===== src/rtl/psd_pkg.sv =====
// psd shared types: FSM states, error codes and tag bit position.
// Imported by psd and psd_sat_cnt.
package psd_pkg;

  typedef enum logic [1:0] {
    IDLE = 2'd0,
    PKT  = 2'd1,
    DROP = 2'd2
  } psd_state_t;

  localparam logic [1:0] ERR_STRAY   = 2'd1;
  localparam logic [1:0] ERR_OVERLEN = 2'd2;
  localparam logic [1:0] ERR_TIMEOUT = 2'd3;

  localparam int TAG_BIT = 8;

endpackage


===== src/rtl/psd_sat_cnt.sv =====
// 16-bit saturating event counter; sticks at 0xFFFF.
// Ports: i_clk, i_rst (async high), i_inc, ov_cnt.
module psd_sat_cnt
  import psd_pkg::*;
(
  input  logic        i_clk,
  input  logic        i_rst,
  input  logic        i_inc,
  output logic [15:0] ov_cnt
);

  logic [15:0] cnt_q, cnt_d;

  always_comb begin
    cnt_d = cnt_q;
    if (i_inc && (cnt_q != 16'hFFFF))
      cnt_d = cnt_q + 16'd1;
  end

  always_ff @(posedge i_clk or posedge i_rst) begin
    if (i_rst) cnt_q <= '0;
    else       cnt_q <= cnt_d;
  end

  assign ov_cnt = cnt_q;

endmodule


===== src/rtl/psd.sv =====
// psd: tagged 9-bit stream decoder with framing, length and idle checks.
// In: iv_data/i_data_wr. Out: ov_data, o_data_wr, o_sop, o_eop, ov_len,
// o_err, ov_err_code, ov_pkt_cnt, ov_err_cnt. All outputs registered.
module psd
  import psd_pkg::*;
#(
  parameter int P_MAX_LEN = 1518,
  parameter int P_TIMEOUT = 256
) (
  input  logic        i_clk,
  input  logic        i_rst,
  input  logic [8:0]  iv_data,
  input  logic        i_data_wr,
  output logic [7:0]  ov_data,
  output logic        o_data_wr,
  output logic        o_sop,
  output logic        o_eop,
  output logic [11:0] ov_len,
  output logic        o_err,
  output logic [1:0]  ov_err_code,
  output logic [15:0] ov_pkt_cnt,
  output logic [15:0] ov_err_cnt
);

  localparam logic [12:0] MAX_LEN = 13'(P_MAX_LEN);
  localparam logic [15:0] TO_LAST = 16'(P_TIMEOUT - 1);

  psd_state_t  state_q, state_d;
  logic [11:0] len_q, len_d;
  logic [15:0] idle_q, idle_d;
  logic [7:0]  data_q, data_d;
  logic        dwr_q, dwr_d;
  logic        sop_q, sop_d;
  logic        eop_q, eop_d;
  logic [11:0] olen_q, olen_d;
  logic        err_q, err_d;
  logic [1:0]  code_q, code_d;

  logic        tag;
  logic [12:0] len_inc;

  assign tag     = iv_data[TAG_BIT];
  assign len_inc = {1'b0, len_q} + 13'd1;

  always_comb begin
    state_d = state_q;
    len_d   = len_q;
    idle_d  = idle_q;
    data_d  = data_q;
    dwr_d   = 1'b0;
    sop_d   = 1'b0;
    eop_d   = 1'b0;
    olen_d  = olen_q;
    err_d   = 1'b0;
    code_d  = code_q;
    if (i_data_wr) begin
      // any write restarts the gap timer, even one that also ends the packet
      idle_d = '0;
      case (state_q)
        IDLE: begin
          if (tag) begin
            dwr_d   = 1'b1;
            sop_d   = 1'b1;
            data_d  = iv_data[7:0];
            len_d   = 12'd1;
            state_d = PKT;
          end else begin
            err_d  = 1'b1;
            code_d = ERR_STRAY;
          end
        end
        PKT: begin
          if (!tag) begin
            // leave room for the tail within the limit
            if (len_inc < MAX_LEN) begin
              dwr_d  = 1'b1;
              data_d = iv_data[7:0];
              len_d  = len_inc[11:0];
            end else begin
              err_d   = 1'b1;
              code_d  = ERR_OVERLEN;
              state_d = DROP;
            end
          end else if (len_inc > MAX_LEN) begin
            err_d   = 1'b1;
            code_d  = ERR_OVERLEN;
            state_d = IDLE;
          end else begin
            dwr_d   = 1'b1;
            eop_d   = 1'b1;
            data_d  = iv_data[7:0];
            olen_d  = len_inc[11:0];
            state_d = IDLE;
          end
        end
        DROP: begin
          if (tag) state_d = IDLE;
        end
        default: state_d = IDLE;
      endcase
    end else if (state_q != IDLE) begin
      if (idle_q == TO_LAST) begin
        idle_d  = '0;
        state_d = IDLE;
        // a packet already being dropped was reported once; exit quietly
        if (state_q == PKT) begin
          err_d  = 1'b1;
          code_d = ERR_TIMEOUT;
        end
      end else begin
        idle_d = idle_q + 16'd1;
      end
    end
  end

  always_ff @(posedge i_clk or posedge i_rst) begin
    if (i_rst) begin
      state_q <= IDLE;
      len_q   <= '0;
      idle_q  <= '0;
      data_q  <= '0;
      dwr_q   <= 1'b0;
      sop_q   <= 1'b0;
      eop_q   <= 1'b0;
      olen_q  <= '0;
      err_q   <= 1'b0;
      code_q  <= '0;
    end else begin
      state_q <= state_d;
      len_q   <= len_d;
      idle_q  <= idle_d;
      data_q  <= data_d;
      dwr_q   <= dwr_d;
      sop_q   <= sop_d;
      eop_q   <= eop_d;
      olen_q  <= olen_d;
      err_q   <= err_d;
      code_q  <= code_d;
    end
  end

  // counters take the next-state events so they move with o_eop / o_err
  psd_sat_cnt u_pkt_cnt (
    .i_clk  (i_clk),
    .i_rst  (i_rst),
    .i_inc  (eop_d),
    .ov_cnt (ov_pkt_cnt)
  );

  psd_sat_cnt u_err_cnt (
    .i_clk  (i_clk),
    .i_rst  (i_rst),
    .i_inc  (err_d),
    .ov_cnt (ov_err_cnt)
  );

  assign ov_data     = data_q;
  assign o_data_wr   = dwr_q;
  assign o_sop       = sop_q;
  assign o_eop       = eop_q;
  assign ov_len      = olen_q;
  assign o_err       = err_q;
  assign ov_err_code = code_q;

endmodule


===== config.mk =====
export PLATFORM = sky130hd
export DESIGN_NAME = psd
export DESIGN_NICKNAME = d
export VERILOG_FILES = /design/src/rtl/psd_pkg.sv /design/src/rtl/psd_sat_cnt.sv /design/src/rtl/psd.sv
export SDC_FILE = /design/constraint.sdc
export NUM_CORES = 1
export LEC_CHECK = 0
export ABC_AREA = 1
export ABC_CLOCK_PERIOD_IN_PS = 3650
export BUFFER_PORTS_ARGS = -buffer_cell sky130_fd_sc_hd__buf_4
export CAP_MARGIN = 20
export CORE_MARGIN = 2
export CORE_UTILIZATION = 60
export CTS_BUF_LIST = sky130_fd_sc_hd__clkbuf_8
export CTS_CLUSTER_SIZE = 25
export DETAILED_ROUTE_END_ITERATION = 6
export GPL_TIMING_DRIVEN = 0
export PLACE_DENSITY = 0.8
export SKIP_CTS_REPAIR_TIMING = 1
export SKIP_LAST_GASP = 1
export SLEW_MARGIN = 40
export SYNTH_ARGS = -nofsm -noshare
export SYNTH_HDL_FRONTEND = slang
export SYNTH_SLANG_ARGS = --single-unit
export TNS_END_PERCENT = 1

===== constraint.sdc =====
create_clock -name i_clk -period 3.65 [get_ports i_clk]
set_input_delay 0.365 -clock i_clk [delete_from_list [all_inputs] [get_ports i_clk]]
set_output_delay 0.365 -clock i_clk [all_outputs]
set_load 0.03 [all_outputs]

==> results.json <==
{
  "grt_pass1_vias": 4301,
  "via_per_inst": 5.42,
  "reg2reg_from": "len_q[0]$_DFFE_PP0P_",
  "layout_setup_ws_ns": 1.13,
  "drv_slew": 0,
  "num_io_pins": 70,
  "hold_viol": 0,
  "ys.flop_type": "dfrtp_1",
  "worstSetupEndpointType": "flop",
  "ff2ff_path_depth": 15,
  "syn_to_final_growth_pct": 17.8,
  "p_per_area_nw_per_um2": 470,
  "slew_headroom_pct": 66.0,
  "yosysWarnings": 0,
  "holdWs_ns": 0.00364,
  "finish.net_count": 726,
  "synth_area_leaders": "dfrtp_1 (45%), nand2_1 (14%), nand3_1 (5.6%), inv_1 (4.9%), nor2_1 (4.1%)",
  "clock-sinks": 88,
  "clk_path_buf_depth": 2,
  "ys_types": 38,
  "grt_pass1_wl_mm": 19.0,
  "dp_slack_ns": 1.15,
  "syn_area_sq_um": 4890,
  "clk_pin_slew_ns": 0.09,
  "synth_edf_count": 0,
  "cp_data_required_time_ns": 3.90,
  "worstMarginPinSlew_ns": 0.510,
  "fillCellCount": 632,
  "crit_arrival_ns": 2.78,
  "rsz0062_at_grt": "no",
  "cp-start-kind": "flop",
  "synth_area_per_cell_sq_um": 7.78,
  "tns_ns": 0,
  "design_area_sq_um": 5760,
  "num_vias": 4426,
  "instances_no_fill": 816,
  "drt-initial-drc-count": 235,
  "place.gp.congestion": 0.907,
  "min-delay-path-class": "primary input to asynchronous set/reset pin",
  "max-vdd-ir-drop_v": 0.000440,
  "die_h_um": 94.3,
  "intPower_mw": 1.70,
  "synth_top_area_cell": "dfrtp_1",
  "critical_path_class": "flop to flop",
  "diodes": 0,
  "rows": 32,
  "synth_seq_area_share_pct": 45.0,
  "maxCapViolations": 0,
  "routed_wl_mm": 11.1,
  "pwr-share-clk_pct": 24.4,
  "io_buffers": 69,
  "max_freq_mhz": 396,
  "cts-root-buf": "clkbuf_8",
  "fin_crit_sh_pct": 69.2,
  "p_leak_nw": 2.74,
  "register_area_sq_um": 2200,
  "ant_nets": 0,
  "multi_input_area_sq_um": 2340,
  "die_area_sq_um": 8880,
  "ys_seq_elements": 88,
  "place_inst": 800,
  "antenna_found_initial": 0,
  "die_w_um": 94.3,
  "setup_violations": 0,
  "final_cell_mix": "nand2_1 (185), dfrtp_1 (88), buf_4 (72)",
  "swShare_pct": 37.3,
  "numCtsBuffers": 9,
  "synth_top_cell_area_share_pct": 45.0,
  "finalCriticalPeriod_ns": 2.52,
  "p_sw_mw": 1.01,
  "grt_util_all_layers_pct": 26.6,
  "final_common_cell": "nand2_1",
  "dp_hpwl_mm": 8.21,
  "skew_ns": 0.0147,
  "synth_nets": 645,
  "drc": 0,
  "syn_inst": 628,
  "drive_gt1_share_pct": 17.4,
  "wl_per_cell_um": 13.6,
  "coreArea_sq_um": 7810,
  "startpoint": "len_q[0]$_DFFE_PP0P_",
  "status": "completed",
  "insertion_delay_ns": 0.36,
  "synthArstFlopShare_pct": 100,
  "cts_tree": "built",
  "start_util_pct": 62.6,
  "p_seq_share_pct": 45.2,
  "comb_power_share_pct": 30.4,
  "dr.pass1.iters": 5,
  "grt_overflow": 0,
  "r2r-end": "u_err_cnt.ov_cnt[0]$_DFFE_PP0P_",
  "dpl_cell_area_sq_um": 5570,
  "h-tree-depth": 3,
  "reg2reg_slack_ns": 1.13,
  "crit_fanout": 10,
  "grt_max_degree": 48
}
-- synth_stat cells, drive strengths merged (4+ instances only) --
cell type	number
nand2	193
dfrtp	88
inv	68
nor2	60
nand3	56
o21ai	31
nand4	27
xor2	22
nor3	18
buf	11
xnor2	11
a21oi	10
nor4	9
ha	5
clkbuf	4
-- stage by stage --
step | utilization, % | power [mW]
finish | 73.8 | 2.71
global route | 73.8 | 2.86
CTS | 73.7 | 2.72
detailed placement | 71.3 | 2.06
global placement | 70.9 | 2.04
floorplan | - | 1.77
-- layout make-up --
type                    instances  share of cell area [%]
multi-input cells             457                    40.6
flip-flops and latches         88                    38.2
repair buffers                 70                    9.47
inverters                      68                    4.56
well taps                     102                    2.22
clock buffers                   9                    2.15
plain buffers                  15                    1.67
clock inverters                 7                    1.15
-- state kept, by name, summed over array words and instances, names as in the netlist, 2 cells and up --
signal,count
idle_q,16
u_err_cnt.ov_cnt,16
u_pkt_cnt.ov_cnt,16
len_q,12
ov_len,12
ov_data,8
ov_err_code,2
state_q,2
-- critical path: stages (launching register included) --
cell	delay, ns
dfrtp_1	0.48
ha_1	0.25
nand3_1	0.16
nor2_2	0.22
nor2_1	0.08
nor2_2	0.11
nand2_1	0.07
nor2_1	0.08
nand3_1	0.15
nand2_2	0.15
nand2_4	0.08
nand2_4	0.13
nand4_4	0.16
buf_6	0.19
nand2_1	0.05
nand2_1	0.05
-- cells by family (layout without fill, tap and decap cells) --
kind of cell | Yosys count | after routing | share of synthesized area, %
simple gates | 371 | 371 | 34.4
flops | 88 | 88 | 45.0
buf+inv | 83 | 169 | 7.24
compound gates | 48 | 48 | 6.09
xor+xnor | 33 | 33 | 5.91
fa+ha+maj | 5 | 5 | 1.28
-- power by group through the flow --
stage | clock network [mW] | registers, mW | logic [mW]
finish | 0.661 | 1.22 | 0.823
CTS | 0.668 | 1.22 | 0.827
floorplan | 0 | 1.43 | 0.340
global route | 0.710 | 1.24 | 0.904
detailed placement | 0 | 1.24 | 0.824
global placement | 0 | 1.23 | 0.805
-- metal layers --
metal | vias up | track usage [%] | share of wire [%]
li1 | 2204 | - | -
met1 | 2073 | 35.5 | 44
met2 | 128 | 43.9 | 49
met3 | 21 | 3.45 | 4.7
met4 | 0 | 11.1 | 2.2
met5 | - | 0 | 0
-- how the worst max path moves through the flow --
stage	endpoint	slack, ns
6_report	u_err_cnt.ov_cnt[0]$_DFFE_PP0P_	1.13
4_1_cts	u_err_cnt.ov_cnt[1]$_DFFE_PP0P_	1.14
3_3_place_gp	o_data_wr$_DFF_PP0_	0.02
2_1_floorplan	idle_q[0]$_DFFE_PP0P_	1.01
5_1_grt	u_err_cnt.ov_cnt[0]$_DFFE_PP0P_	0.85
3_5_place_dp	u_err_cnt.ov_cnt[13]$_DFFE_PP0P_	1.15
No activity file was read; power rests on OpenSTA's default activity.
